--- src/rtl/systolic_pkg.sv ---
// Shared definitions for the systolic operand feeder.
//   state_t   : feeder FSM states
//   DF_OS/WS  : data_flow encodings driven to the input controller
//   flush_len : zero vectors needed to drain a ROWS x COLS skewed array
package systolic_pkg;

  typedef enum logic [2:0] {
    IDLE,
    WLOAD,
    STREAM,
    FLUSH,
    DONE
  } state_t;

  localparam logic DF_OS = 1'b0;
  localparam logic DF_WS = 1'b1;

  function automatic int flush_len(input int rows, input int cols);
    return rows + cols - 1;
  endfunction

endpackage

--- src/rtl/operand_buffer.sv ---
// Operand vector store: DEPTH x WIDTH register file.
// Ports:
//   clk      - write clock
//   wr_en    - write enable (addresses >= DEPTH are dropped)
//   wr_addr  - write entry
//   wr_data  - write vector
//   rd_addr  - read entry (asynchronous read)
//   rd_data  - read vector
// Storage is intentionally not reset.
module operand_buffer #(
  parameter int WIDTH = 32,
  parameter int DEPTH = 8,
  parameter int AW    = (DEPTH > 1) ? $clog2(DEPTH) : 1
) (
  input  logic             clk,
  input  logic             wr_en,
  input  logic [AW-1:0]    wr_addr,
  input  logic [WIDTH-1:0] wr_data,
  input  logic [AW-1:0]    rd_addr,
  output logic [WIDTH-1:0] rd_data
);

  logic [WIDTH-1:0] mem [DEPTH];

  always_ff @(posedge clk) begin
    if (wr_en && (int'(wr_addr) < DEPTH)) begin
      mem[wr_addr] <= wr_data;
    end
  end

  assign rd_data = mem[rd_addr];

endmodule

--- src/rtl/systolic_operand_feeder.sv ---
// Replays a buffered A tile and B tile into the systolic input controller,
// one vector per cycle: optional weight preload (WS), compute stream, then a
// zero flush that drains the skewed array.
// Ports:
//   clk, rst_n                 - clock, asynchronous active-low reset
//   wr_a_en, wr_b_en, wr_addr  - buffer write strobes and entry index
//   wr_a_data, wr_b_data       - vectors written into the A / B buffers
//   start, mode, k_len         - run request, dataflow (0 OS, 1 WS), length
//   busy, done, err            - run status, end-of-run pulse, bad-start pulse
//   ctl_enable, ctl_load,
//   ctl_data_flow, ctl_A, ctl_B - registered drive of the input controller
module systolic_operand_feeder
  import systolic_pkg::*;
#(
  parameter int DATA_WIDTH = 8,
  parameter int ROWS       = 4,
  parameter int COLS       = 4,
  parameter int K_MAX      = 8
) (
  input  logic                         clk,
  input  logic                         rst_n,
  input  logic                         wr_a_en,
  input  logic                         wr_b_en,
  input  logic [$clog2(K_MAX)-1:0]     wr_addr,
  input  logic [DATA_WIDTH*ROWS-1:0]   wr_a_data,
  input  logic [DATA_WIDTH*COLS-1:0]   wr_b_data,
  input  logic                         start,
  input  logic                         mode,
  input  logic [$clog2(K_MAX+1)-1:0]   k_len,
  output logic                         busy,
  output logic                         done,
  output logic                         err,
  output logic                         ctl_enable,
  output logic                         ctl_load,
  output logic                         ctl_data_flow,
  output logic [DATA_WIDTH*ROWS-1:0]   ctl_A,
  output logic [DATA_WIDTH*COLS-1:0]   ctl_B
);

  localparam int AW        = $clog2(K_MAX);
  localparam int KW        = $clog2(K_MAX + 1);
  localparam int FLUSH_LEN = flush_len(ROWS, COLS);
  localparam int CNT_MAX   = (K_MAX > FLUSH_LEN) ? K_MAX : FLUSH_LEN;
  localparam int CW        = $clog2(CNT_MAX + 1);
  localparam int AWID      = DATA_WIDTH * ROWS;
  localparam int BWID      = DATA_WIDTH * COLS;

  state_t          state, state_n;
  logic [CW-1:0]   idx, idx_n;
  logic            mode_r, mode_n;
  logic [KW-1:0]   klen_r, klen_n;
  logic            err_n;
  logic            run_n;
  logic [AWID-1:0] rd_a;
  logic [BWID-1:0] rd_b;

  // Buffers are frozen for the whole run so the replayed tile is stable.
  operand_buffer #(.WIDTH(AWID), .DEPTH(K_MAX), .AW(AW)) u_buf_a (
    .clk     (clk),
    .wr_en   (wr_a_en && !busy),
    .wr_addr (wr_addr),
    .wr_data (wr_a_data),
    .rd_addr (idx_n[AW-1:0]),
    .rd_data (rd_a)
  );

  operand_buffer #(.WIDTH(BWID), .DEPTH(K_MAX), .AW(AW)) u_buf_b (
    .clk     (clk),
    .wr_en   (wr_b_en && !busy),
    .wr_addr (wr_addr),
    .wr_data (wr_b_data),
    .rd_addr (idx_n[AW-1:0]),
    .rd_data (rd_b)
  );

  // 'state' and 'idx' describe the vector currently on the outputs; the next
  // state/index select the vector loaded at the coming edge, which is what
  // lets the start edge already present the first vector.
  always_comb begin
    state_n = state;
    idx_n   = idx + 1'b1;
    mode_n  = mode_r;
    klen_n  = klen_r;
    err_n   = 1'b0;
    unique case (state)
      IDLE: begin
        idx_n = '0;
        if (start) begin
          if ((k_len == '0) || (int'(k_len) > K_MAX)) begin
            err_n = 1'b1;
          end else begin
            state_n = (mode == DF_WS) ? WLOAD : STREAM;
            mode_n  = mode;
            klen_n  = k_len;
          end
        end
      end
      WLOAD: begin
        if (int'(idx) == ROWS - 1) begin
          state_n = STREAM;
          idx_n   = '0;
        end
      end
      STREAM: begin
        if (int'(idx) == int'(klen_r) - 1) begin
          state_n = FLUSH;
          idx_n   = '0;
        end
      end
      FLUSH: begin
        if (int'(idx) == FLUSH_LEN - 1) begin
          state_n = DONE;
          idx_n   = '0;
        end
      end
      DONE: begin
        state_n = IDLE;
        idx_n   = '0;
      end
      default: begin
        state_n = IDLE;
        idx_n   = '0;
      end
    endcase
  end

  assign run_n = (state_n == WLOAD) || (state_n == STREAM) || (state_n == FLUSH);

  // Output register stage: everything seen by the controller is registered.
  always_ff @(posedge clk or negedge rst_n) begin
    if (!rst_n) begin
      state         <= IDLE;
      idx           <= '0;
      mode_r        <= DF_OS;
      klen_r        <= '0;
      busy          <= 1'b0;
      done          <= 1'b0;
      err           <= 1'b0;
      ctl_enable    <= 1'b0;
      ctl_load      <= 1'b0;
      ctl_data_flow <= DF_OS;
      ctl_A         <= '0;
      ctl_B         <= '0;
    end else begin
      state         <= state_n;
      idx           <= idx_n;
      mode_r        <= mode_n;
      klen_r        <= klen_n;
      busy          <= run_n;
      done          <= (state_n == DONE);
      err           <= err_n;
      ctl_enable    <= run_n;
      ctl_load      <= (state_n == WLOAD);
      ctl_data_flow <= (state_n == IDLE) ? DF_OS : mode_n;
      ctl_A         <= (state_n == STREAM) ? rd_a : '0;
      // B carries weights during preload, and streams only in OS mode.
      ctl_B         <= ((state_n == WLOAD) || ((state_n == STREAM) && (mode_n == DF_OS)))
                       ? rd_b : '0;
    end
  end

endmodule
--- config.mk ---
export PLATFORM = sky130hd
export DESIGN_NAME = systolic_operand_feeder
export DESIGN_NICKNAME = d
export VERILOG_FILES = /design/src/rtl/systolic_pkg.sv /design/src/rtl/operand_buffer.sv /design/src/rtl/systolic_operand_feeder.sv
export SDC_FILE = /design/constraint.sdc
export NUM_CORES = 1
export LEC_CHECK = 0
export ABC_AREA = 1
export BUFFER_PORTS_ARGS = -buffer_cell sky130_fd_sc_hd__buf_2
export CAP_MARGIN = 20
export CELL_PAD_IN_SITES_DETAIL_PLACEMENT = 1
export CELL_PAD_IN_SITES_GLOBAL_PLACEMENT = 2
export CORE_UTILIZATION = 45
export DETAILED_ROUTE_END_ITERATION = 12
export GPL_TIMING_DRIVEN = 0
export HOLD_SLACK_MARGIN = 0.1
export MAX_ROUTING_LAYER = met4
export PLACE_DENSITY = 0.84
export SLEW_MARGIN = 25
export SYNTH_ARGS = -nofsm -noshare
export SYNTH_HDL_FRONTEND = slang
export SYNTH_SLANG_ARGS = --single-unit
--- constraint.sdc ---
create_clock -name clk -period 3.7 [get_ports clk]
set_input_delay 0.185 -clock clk [delete_from_list [all_inputs] [get_ports clk]]
set_output_delay 0.185 -clock clk [all_outputs]
set_load 0.02 [all_outputs]
### Word level (Yosys, flattened, before mapping)

Memory sizes are Yosys's and may differ from the RTL's.
Cells that the tools add are included.

| storage, ports and cells | value |
|---|---|
| register bits after elaboration | 81 |
| memory bits (writable) | 512 |
| bits of input ports | 77 |
| output and inout bits | 70 |
| word-level logic and storage cells | 64 |
| memories kept | 2 |

Memories:

| name | depth | width | read ports | clocked after Yosys merged registers in | wr ports | line | RTL |
|---|---|---|---|---|---|---|---|
| u_buf_a.mem | 8 | 32 | 1 | 0 | 1 | operand_buffer.sv:23 | `logic [WIDTH-1:0] mem [DEPTH];` |
| u_buf_b.mem | 8 | 32 | 1 | 0 | 1 | operand_buffer.sv:23 |  |

| cells by class | value |
|---|---|
| $add $sub $neg | 2 |
| magnitude comparators | 1 |
| eq/ne operators | 10 |
| muxes and demuxes | 24 |
| bitwise logic cells | 2 |
| reduce and logical (&&, ||, !) cells | 12 |

Operators with widths:

| kind | count |
|---|---|
| $mux 32 | 2 |
| $mux 3 | 5 |
| $eq 3x2->1 const B | 4 |
| $mux 4 | 3 |
| $pmux 3 s4 | 1 |
| $pmux 4 s3 | 1 |
| $mux 1 | 11 |
| $eq 3x1->1 const B | 2 |
| $logic_not 3->1 | 2 |
| $eq 5x5->1 | 1 |
| $sub 4x1->5 const B | 1 |
| $add 4x1->4 const B | 1 |
| $eq 4x3->1 const B | 1 |
| $eq 4x4->1 const B | 1 |
| $gt 4x4->1 const B | 1 |
| $logic_not 4->1 | 1 |
| $logic_or 1x1->1 | 4 |
| $eq 3x3->1 const B | 1 |
| $logic_and 1x1->1 | 3 |
| $reduce_and 3->1 | 1 |
| $mux 2 | 1 |
| $not 1->1 | 2 |
| $logic_not 1->1 | 1 |

### Logic depth before layout (Yosys ltp)

Gate-level depths: netlist (run 1).

| logic depth | value |
|---|---|
| depth after elaboration | 9 |
| gate-level depth with buffers | 19 |
| mapped depth without buffers | 17 |

### Modules after synthesis

From an unflattened synthesis (run 1), not the netlist that was laid out.

| unflattened totals | value |
|---|---|
| cell total of the unflattened synthesis | 2574 |
| area, all modules | 25782.2 µm² |

By module, submodules not included:

| module | times used | cells an instance | area each (µm²) | seq. area each (µm²) |
|---|---|---|---|---|
| operand_buffer | 2 | 1124 | 11232.0 | 7687.4 |
| systolic_operand_feeder | 1 | 326 | 3318.2 | 2026.9 |

### Worst setup path before layout (run 1)

OpenSTA, ideal clock, no wires.

| path | value |
|---|---|
| kind | flip-flop to flip-flop |
| from | register ctl_enable (netlist name) |
| to | memory u_buf_a.mem[0][0] (enable) |
| setup time | 0.421 ns |
| arrival time | 2.079 ns |
| required time | 3.279 ns |
| setup slack | 1.200 ns |
| stages on the path, launching flop included | 4 |
| path buffers | 0 |
| period minus slack after synthesis | 2.500 ns |
| path through | dfrtp_1 > inv_1 > nand2_1 > nor2_1 |

RTL lines:

| item | line |
|---|---|
| to (decl) | operand_buffer.sv:23 |

### Worst setup path in the final report (run 1)

| path | value |
|---|---|
| from | register idx[0] |
| to | register ctl_A[23] |

| on the way | value |
|---|---|
| cells in the longest elaborated chain, start to end | 5 |
| elaborated cells on any way between the ends | 15 |
| those cells by class | add/sub: 1; eq/ne: 4; mux: 9; memory: 1 |

RTL lines:

| item | line | RTL |
|---|---|---|
| from (decl) | systolic_operand_feeder.sv:49 | `logic [CW-1:0] idx, idx_n;` |
| from (signal assigned) | systolic_operand_feeder.sv:146 | `idx <= idx_n;` |
| $add 4x1->4 (tied with other cells) | systolic_operand_feeder.sv:81 | `idx_n = idx + 1'b1;` |
| $mux 4 (tied with other cells) | systolic_operand_feeder.sv:111 | `if (int'(idx) == FLUSH_LEN - 1) begin` |
| $pmux 4 s3 / $pmux 3 s4 (equally long branches) | systolic_operand_feeder.sv:85 | `unique case (state)` |
| $mem_v2 8x32 / $eq 3x2->1 (equally long branches) | n/a |  |
| $mux 32 (*) | systolic_operand_feeder.sv:155 | `ctl_A <= (state_n == STREAM) ? rd_a : '0;` |
| to (signal assigned) | systolic_operand_feeder.sv:155 |  |
| to (decl) | systolic_operand_feeder.sv:36 | `output logic [DATA_WIDTH*ROWS-1:0] ctl_A,` |

Every way passes the cells marked *; elsewhere a longest branch is shown, timed or not.
A chain may end at the register's enable or synchronous reset.

==> results of run 1 <==
## through the flow
step           std cells  worst slack (ps)  instance area, sq um  power (mW)  util [%]
2_1_floorplan       1954              1200                 23600        14.8         -
3_3_place_gp        2780              -629                 25200        18.6      48.9
3_5_place_dp        2797              -739                 25700        19.0      49.9
4_1_cts             2990              58.6                 28600        25.5      55.5
5_1_grt             2990             -1.02                 28600        26.8      55.5
6_report            2990               161                 28600        25.5      55.5
## power breakdown
| group | switching [mW] | internal [mW] | total, mW | leakage, nW |
|---|---|---|---|---|
| clock | 2.64 | 3.78 | 6.42 | 1.02 |
| sequential | 0.155 | 7.77 | 7.92 | 5.68 |
| combinational | 8.10 | 3.03 | 11.1 | 4.53 |
| total | 10.9 | 14.6 | 25.5 | 11.2 |
## state kept, by name, indices dropped and copies added, names as in the netlist
register / cells
done: 1
u_buf_b.mem: 256
mode_r: 1
ctl_data_flow: 1
state: 3
klen_r: 4
err: 1
ctl_B: 32
u_buf_a.mem: 256
idx: 4
ctl_load: 1
ctl_A: 32
ctl_enable: 1
## timing repair
item,in CTS,in global routing
pin swaps,0,0
gates resized for setup,1,1
hold endpoints to repair,603,0
endpoints found under the setup margin,66,4
hold buffers,78,0
## per-layer routing
layer | global-route usage (%) | vias to the layer above
li1 | - | 7523
met4 | 8.11 | 0
met1 | 36.1 | 8541
met2 | 45.6 | 519
met3 | 4.43 | 126
met5 | - | -
## layout make-up
| class | instances | area (sq um) | area share (%) |
|---|---|---|---|
| inverter | 35 | 131 | 0.460 |
| clock buffer | 83 | 1710 | 5.99 |
| sequential | 593 | 17400 | 60.9 |
| timing repair buffer | 241 | 1940 | 6.77 |
| multi-input combinational | 1193 | 5490 | 19.2 |
| buffer | 132 | 693 | 2.43 |
| tap | 680 | 851 | 2.98 |
| clock inverter | 33 | 360 | 1.26 |
## path summary, 6_finish.rpt
path	startpoint	end	slack (ps)	cells after the start
setup / recovery	idx[0]	ctl_A[23]	160	15
hold / removal	wr_addr[2]	u_buf_b.mem[7][0]	220	3
setup reg to reg	idx[0]	ctl_A[23]	160	15
hold reg to reg	state[2]	done	580	1
max in group asynchronous	rst_n	ctl_B[8]	2790	4
min in group asynchronous	rst_n	ctl_data_flow	610	4
## critical path, delay by kind of cell, from the launching register on
family	cells	cell delay, ps
flops	1	430
simple gates	8	1010
compound gates	1	130
fa+ha+maj	1	260
buf+inv	5	1600
## cell usage in the layout, fill, tap and decap left out, types with 2 or more instances in the layout
| cell type | count |
|---|---|
| nand3_1 | 525 |
| edfxtp_1 | 512 |
| nand2_1 | 472 |
| buf_2 | 231 |
| dfrtp_1 | 81 |
| nor2_1 | 79 |
| dlygate4sd3_1 | 77 |
| a21oi_1 | 64 |
| clkbuf_16 | 63 |
| clkbuf_1 | 43 |
| inv_1 | 28 |
| nor2_4 | 18 |
| clkinv_1 | 12 |
| buf_4 | 10 |
| clkinv_2 | 10 |
| buf_12 | 9 |
| buf_16 | 9 |
| buf_6 | 8 |
| bufinv_16 | 8 |
| o21ai_0 | 7 |
| inv_2 | 7 |
| nand2_2 | 6 |
| clkbuf_8 | 6 |
| nor4_1 | 3 |
| nand4_1 | 3 |
| nand2_4 | 3 |
| ha_1 | 3 |
| nand3b_1 | 2 |
## cell families (layout without fill, tap and decap cells)
| group | Yosys count | count (layout) | share of synthesized area (%) |
|---|---|---|---|
| buf+inv | 168 | 524 | 3.51 |
| xor+xnor | 3 | 3 | 0.143 |
| simple gates | 1114 | 1114 | 20.9 |
| flops | 593 | 593 | 73.8 |
| compound gates | 73 | 73 | 1.56 |
| fa+ha+maj | 3 | 3 | 0.159 |
==> impl_metrics.tcl, run 1 <==
set metrics [dict create \
    vias 16709 \
    synth_area_leaders "edfxtp_1 (65%), nand3_1 (11%), dfrtp_1 (8.6%)" \
    async_flop_share_pct 13.7 \
    gp_congestion 0.795 \
    ir_drop_uv 528 \
    finalSetupViolCount 0 \
    fmax_ghz 0.283 \
    grt_max_degree 51 \
    yosys_warnings 0 \
    diodes 0 \
    drive_gt1_share_pct 17.1 \
    fill_cells 5389 \
    grt_pass1_wl_um 108000 \
    synth_top_area_share_pct 65.2 \
    drt-initial-drc-count 1337 \
    synthTopCellsByCount "nand3_1 (525), edfxtp_1 (512), nand2_1 (472)" \
    ctsLongestPathBuffers 3 \
    dpl.hpwl_um 45900 \
    cp_max_fo 19 \
    synth_edf_count 512 \
    hold_slack_ps 218 \
    die-area_sq_um 53300 \
    setup_tns_ps 0 \
    min_path_type "input pin to flop" \
    cp.arrival_ps 4070 \
    crit_required_ps 4230 \
    slew-limit-headroom_pct 48.7 \
    wl_met3_um 3890 \
    routedWlPerCell_um 23.8 \
    worstSetupStartpointType "flop" \
    clk_pin_slew_ps 60 \
    finalCriticalPeriod_ps 3540 \
    vias_per_cell 5.59 \
    synth_top_area_cell "edfxtp_1" \
    slowest_delay_ps 570 \
    ios 147 \
    die_h_um 231 \
    status "completed" \
    clock_sinks 593 \
    grt_pass1_vias 18124 \
    drv_cap 0 \
    cts-root-buf "clkbuf_16" \
    worst-setup-path-type "flop to flop" \
    worstMarginPinSlew_ps 768 \
    ys_ff_latch 593 \
    crit_chain "inv_2 -> buf_2 -> ha_1 -> nand3_1 -> nand4_1 -> nand2_1 -> inv_2 -> nand2_4 -> nand2_4 -> buf_2 -> buf_2 -> nand2_1 -> nand3_1 -> a21oi_1 -> nor2_1" \
    yosysMostFrequentCell "nand3_1" \
    cp_slowest_cell "buf_2" \
    clk_latency_ps 640 \
    leakage_nw 11.2 \
    drc 0 \
    cts_setup_buffers 0 \
    netlist_area_sq_um 23600 \
    antenna_found_initial 1 \
    ant_nets 0 \
    nets 2337 \
    synth_top_flop_cell "edfxtp_1" \
    cts_tree "built" \
    ys_types 28 \
    finalHoldViolCount 0 \
    firstDrtPassIters 5 \
    wl_met2_um 35100 \
    ys_seq_area_share_pct 73.8 \
    core-area_sq_um 51500 \
    met1Wirelength_um 30400 \
    syn-num-nets 2034 \
    crit_top_cell "buf_2" \
    overflow 0 \
    drv_slew 0 \
    cts_buffers 61 \
    power_density_nw_per_um2 892 \
    die_w_um 231 \
    grtUsageTotal_pct 27.9 \
    min_period_over_period_pct 95.7 \
    highest_layer "met4" \
    fin_skew_ps 14.2 \
    fp-row-count 83 \
    syn_inst 1954 \
    worstSetupEndpointType "flop" \
    avgSynthCellArea_sq_um 12.1 \
    wl_um 71200 \
    cts_max_level 2 \
    port_buffers 146 \
    area_growth_pct 21.1 \
    initial_utilization_pct 45.8 \
]
Power figures use the tool's default switching activity.
==> inputs of run 2 (changes only) <==
GPL_TIMING_DRIVEN = default   (was 0)
==> impl_metrics.tcl, run 2 (synthesized netlist as in run 1, its figures left out) <==
set metrics [dict create \
    dpl.hpwl_um 33000 \
    dp.cells 2688 \
    core-area_sq_um 51500 \
    cts_max_level 2 \
    r2r-start "idx[0]" \
    final_cells 2886 \
    nets 2231 \
    drt-initial-drc-count 1215 \
    drv_slew 0 \
    grt_max_degree 208 \
    cp.arrival_ps 3770 \
    cp_max_fo 207 \
    fp-row-count 83 \
    power_density_nw_per_um2 841 \
    drv_cap 0 \
    gp_congestion 0.758 \
    initial_utilization_pct 45.8 \
    overflow 0 \
    wl_um 63600 \
    final_util_pct 54.0 \
    finalPower_mw 23.4 \
    ios 147 \
    leakage_nw 10.8 \
    fin_skew_ps 16.1 \
    die_h_um 231 \
    top_regs "u_buf_a.mem: 256 flops, u_buf_b.mem: 256 flops" \
    rsz0062_at_grt "no" \
    ctsLongestPathBuffers 3 \
    vias 15963 \
    die-area_sq_um 53300 \
    worstSetupEndpointType "flop" \
    cts_tree "built" \
    cts_buffers 61 \
    rrSetupSlack_ps 440 \
    worstMarginPinSlew_ps 1100 \
    min_period_over_period_pct 88.1 \
    clock_sinks 593 \
    setup_tns_ps 0 \
    clk_pin_slew_ps 60 \
    wl_met3_um 2970 \
    drive_gt1_share_pct 14.2 \
    wl_met2_um 31600 \
    clk_latency_ps 630 \
    critPathLaunch "idx[0]" \
    highest_layer "met4" \
    r2r_cells 10 \
    area_growth_pct 18.0 \
    drc 0 \
    finalSetupViolCount 0 \
    slew-limit-headroom_pct 26.6 \
    worst-setup-path-type "flop to flop" \
    ir_drop_uv 1610 \
    worstSetupStartpointType "flop" \
    final_common_cell "nand3_1" \
    finalCriticalPeriod_ps 3260 \
    routedWlPerCell_um 22.0 \
    antenna_found_initial 5 \
    finalHoldViolCount 0 \
    r2r-end "ctl_B[19]" \
    hold_slack_ps 138 \
    die_w_um 231 \
    ant_nets 0 \
    cts-resized-gates 0 \
    grt_pass1_vias 17009 \
    min_path_type "input pin to async pin" \
    firstDrtPassIters 7 \
    met1Wirelength_um 27800 \
    vias_per_cell 5.53 \
    grt_pass1_wl_um 98000 \
    fmax_ghz 0.307 \
    cts-root-buf "clkbuf_16" \
    final_cell_mix "nand3_1 (525), edfxtp_1 (512), nand2_1 (471), buf_2 (145), dfrtp_1 (81)" \
    port_buffers 146 \
    status "completed" \
    grtUsageTotal_pct 24.9 \
    crit_required_ps 4210 \
]
-- run 2: what timing repair did --
item                      CTS  global route
hold endpoints to repair  603             0
setup buffers               0             0
hold buffers               80             0
-- run 2: per-layer routing --
metal | track usage, % | up-vias
li1 | - | 7315
met1 | 32.7 | 8148
met2 | 40.8 | 404
met3 | 3.47 | 96
met4 | 6.58 | 0
met5 | - | -
-- run 2: worst max-delay path, cell delays in order (launching register included) --
cell,delay (ps)
dfrtp_1,470
inv_8,270
buf_12,660
nand2_8,530
buf_12,390
nand2_1,110
nand3_1,70
nand2_1,120
nand2_1,60
nand2_1,80
nor2_1,50
-- run 2: layout make-up --
class | count | area [sq um]
multi-input combinational | 1193 | 5520
inverter | 35 | 141
tap | 680 | 851
clock buffer | 94 | 1770
timing repair buffer | 267 | 1940
antenna | 5 | 12.5
clock inverter | 19 | 198
sequential | 593 | 17400
fill | 5293 | 23700
-- run 2: worst max-delay path by stage --
stage | to | cells after the start | slack (ps)
after global routing | ctl_B[19] | 10 | 280
after detailed placement | ctl_B[4] | 10 | 530
after global placement | ctl_A[2] | 10 | 600
after floorplan | u_buf_a.mem[0][0] | 3 | 1200
final | ctl_B[19] | 10 | 440
after CTS | ctl_B[19] | 10 | 510
-- run 2: power by group --
part	leakage [nW]	switching (mW)	total, mW	internal [mW]
Clock	0.953	2.54	6.03	3.49
Sequential	5.68	0.210	7.98	7.77
Combinational	4.17	6.78	9.40	2.63
Total	10.8	9.52	23.4	13.9
-- run 2: metrics by stage --
step | instance area [sq um] | setup WS (ps)
floorplan | 23600 | 1200
global placement | 25000 | 600
detailed placement | 25000 | 530
CTS | 27800 | 515
global route | 27800 | 282
finish | 27800 | 439
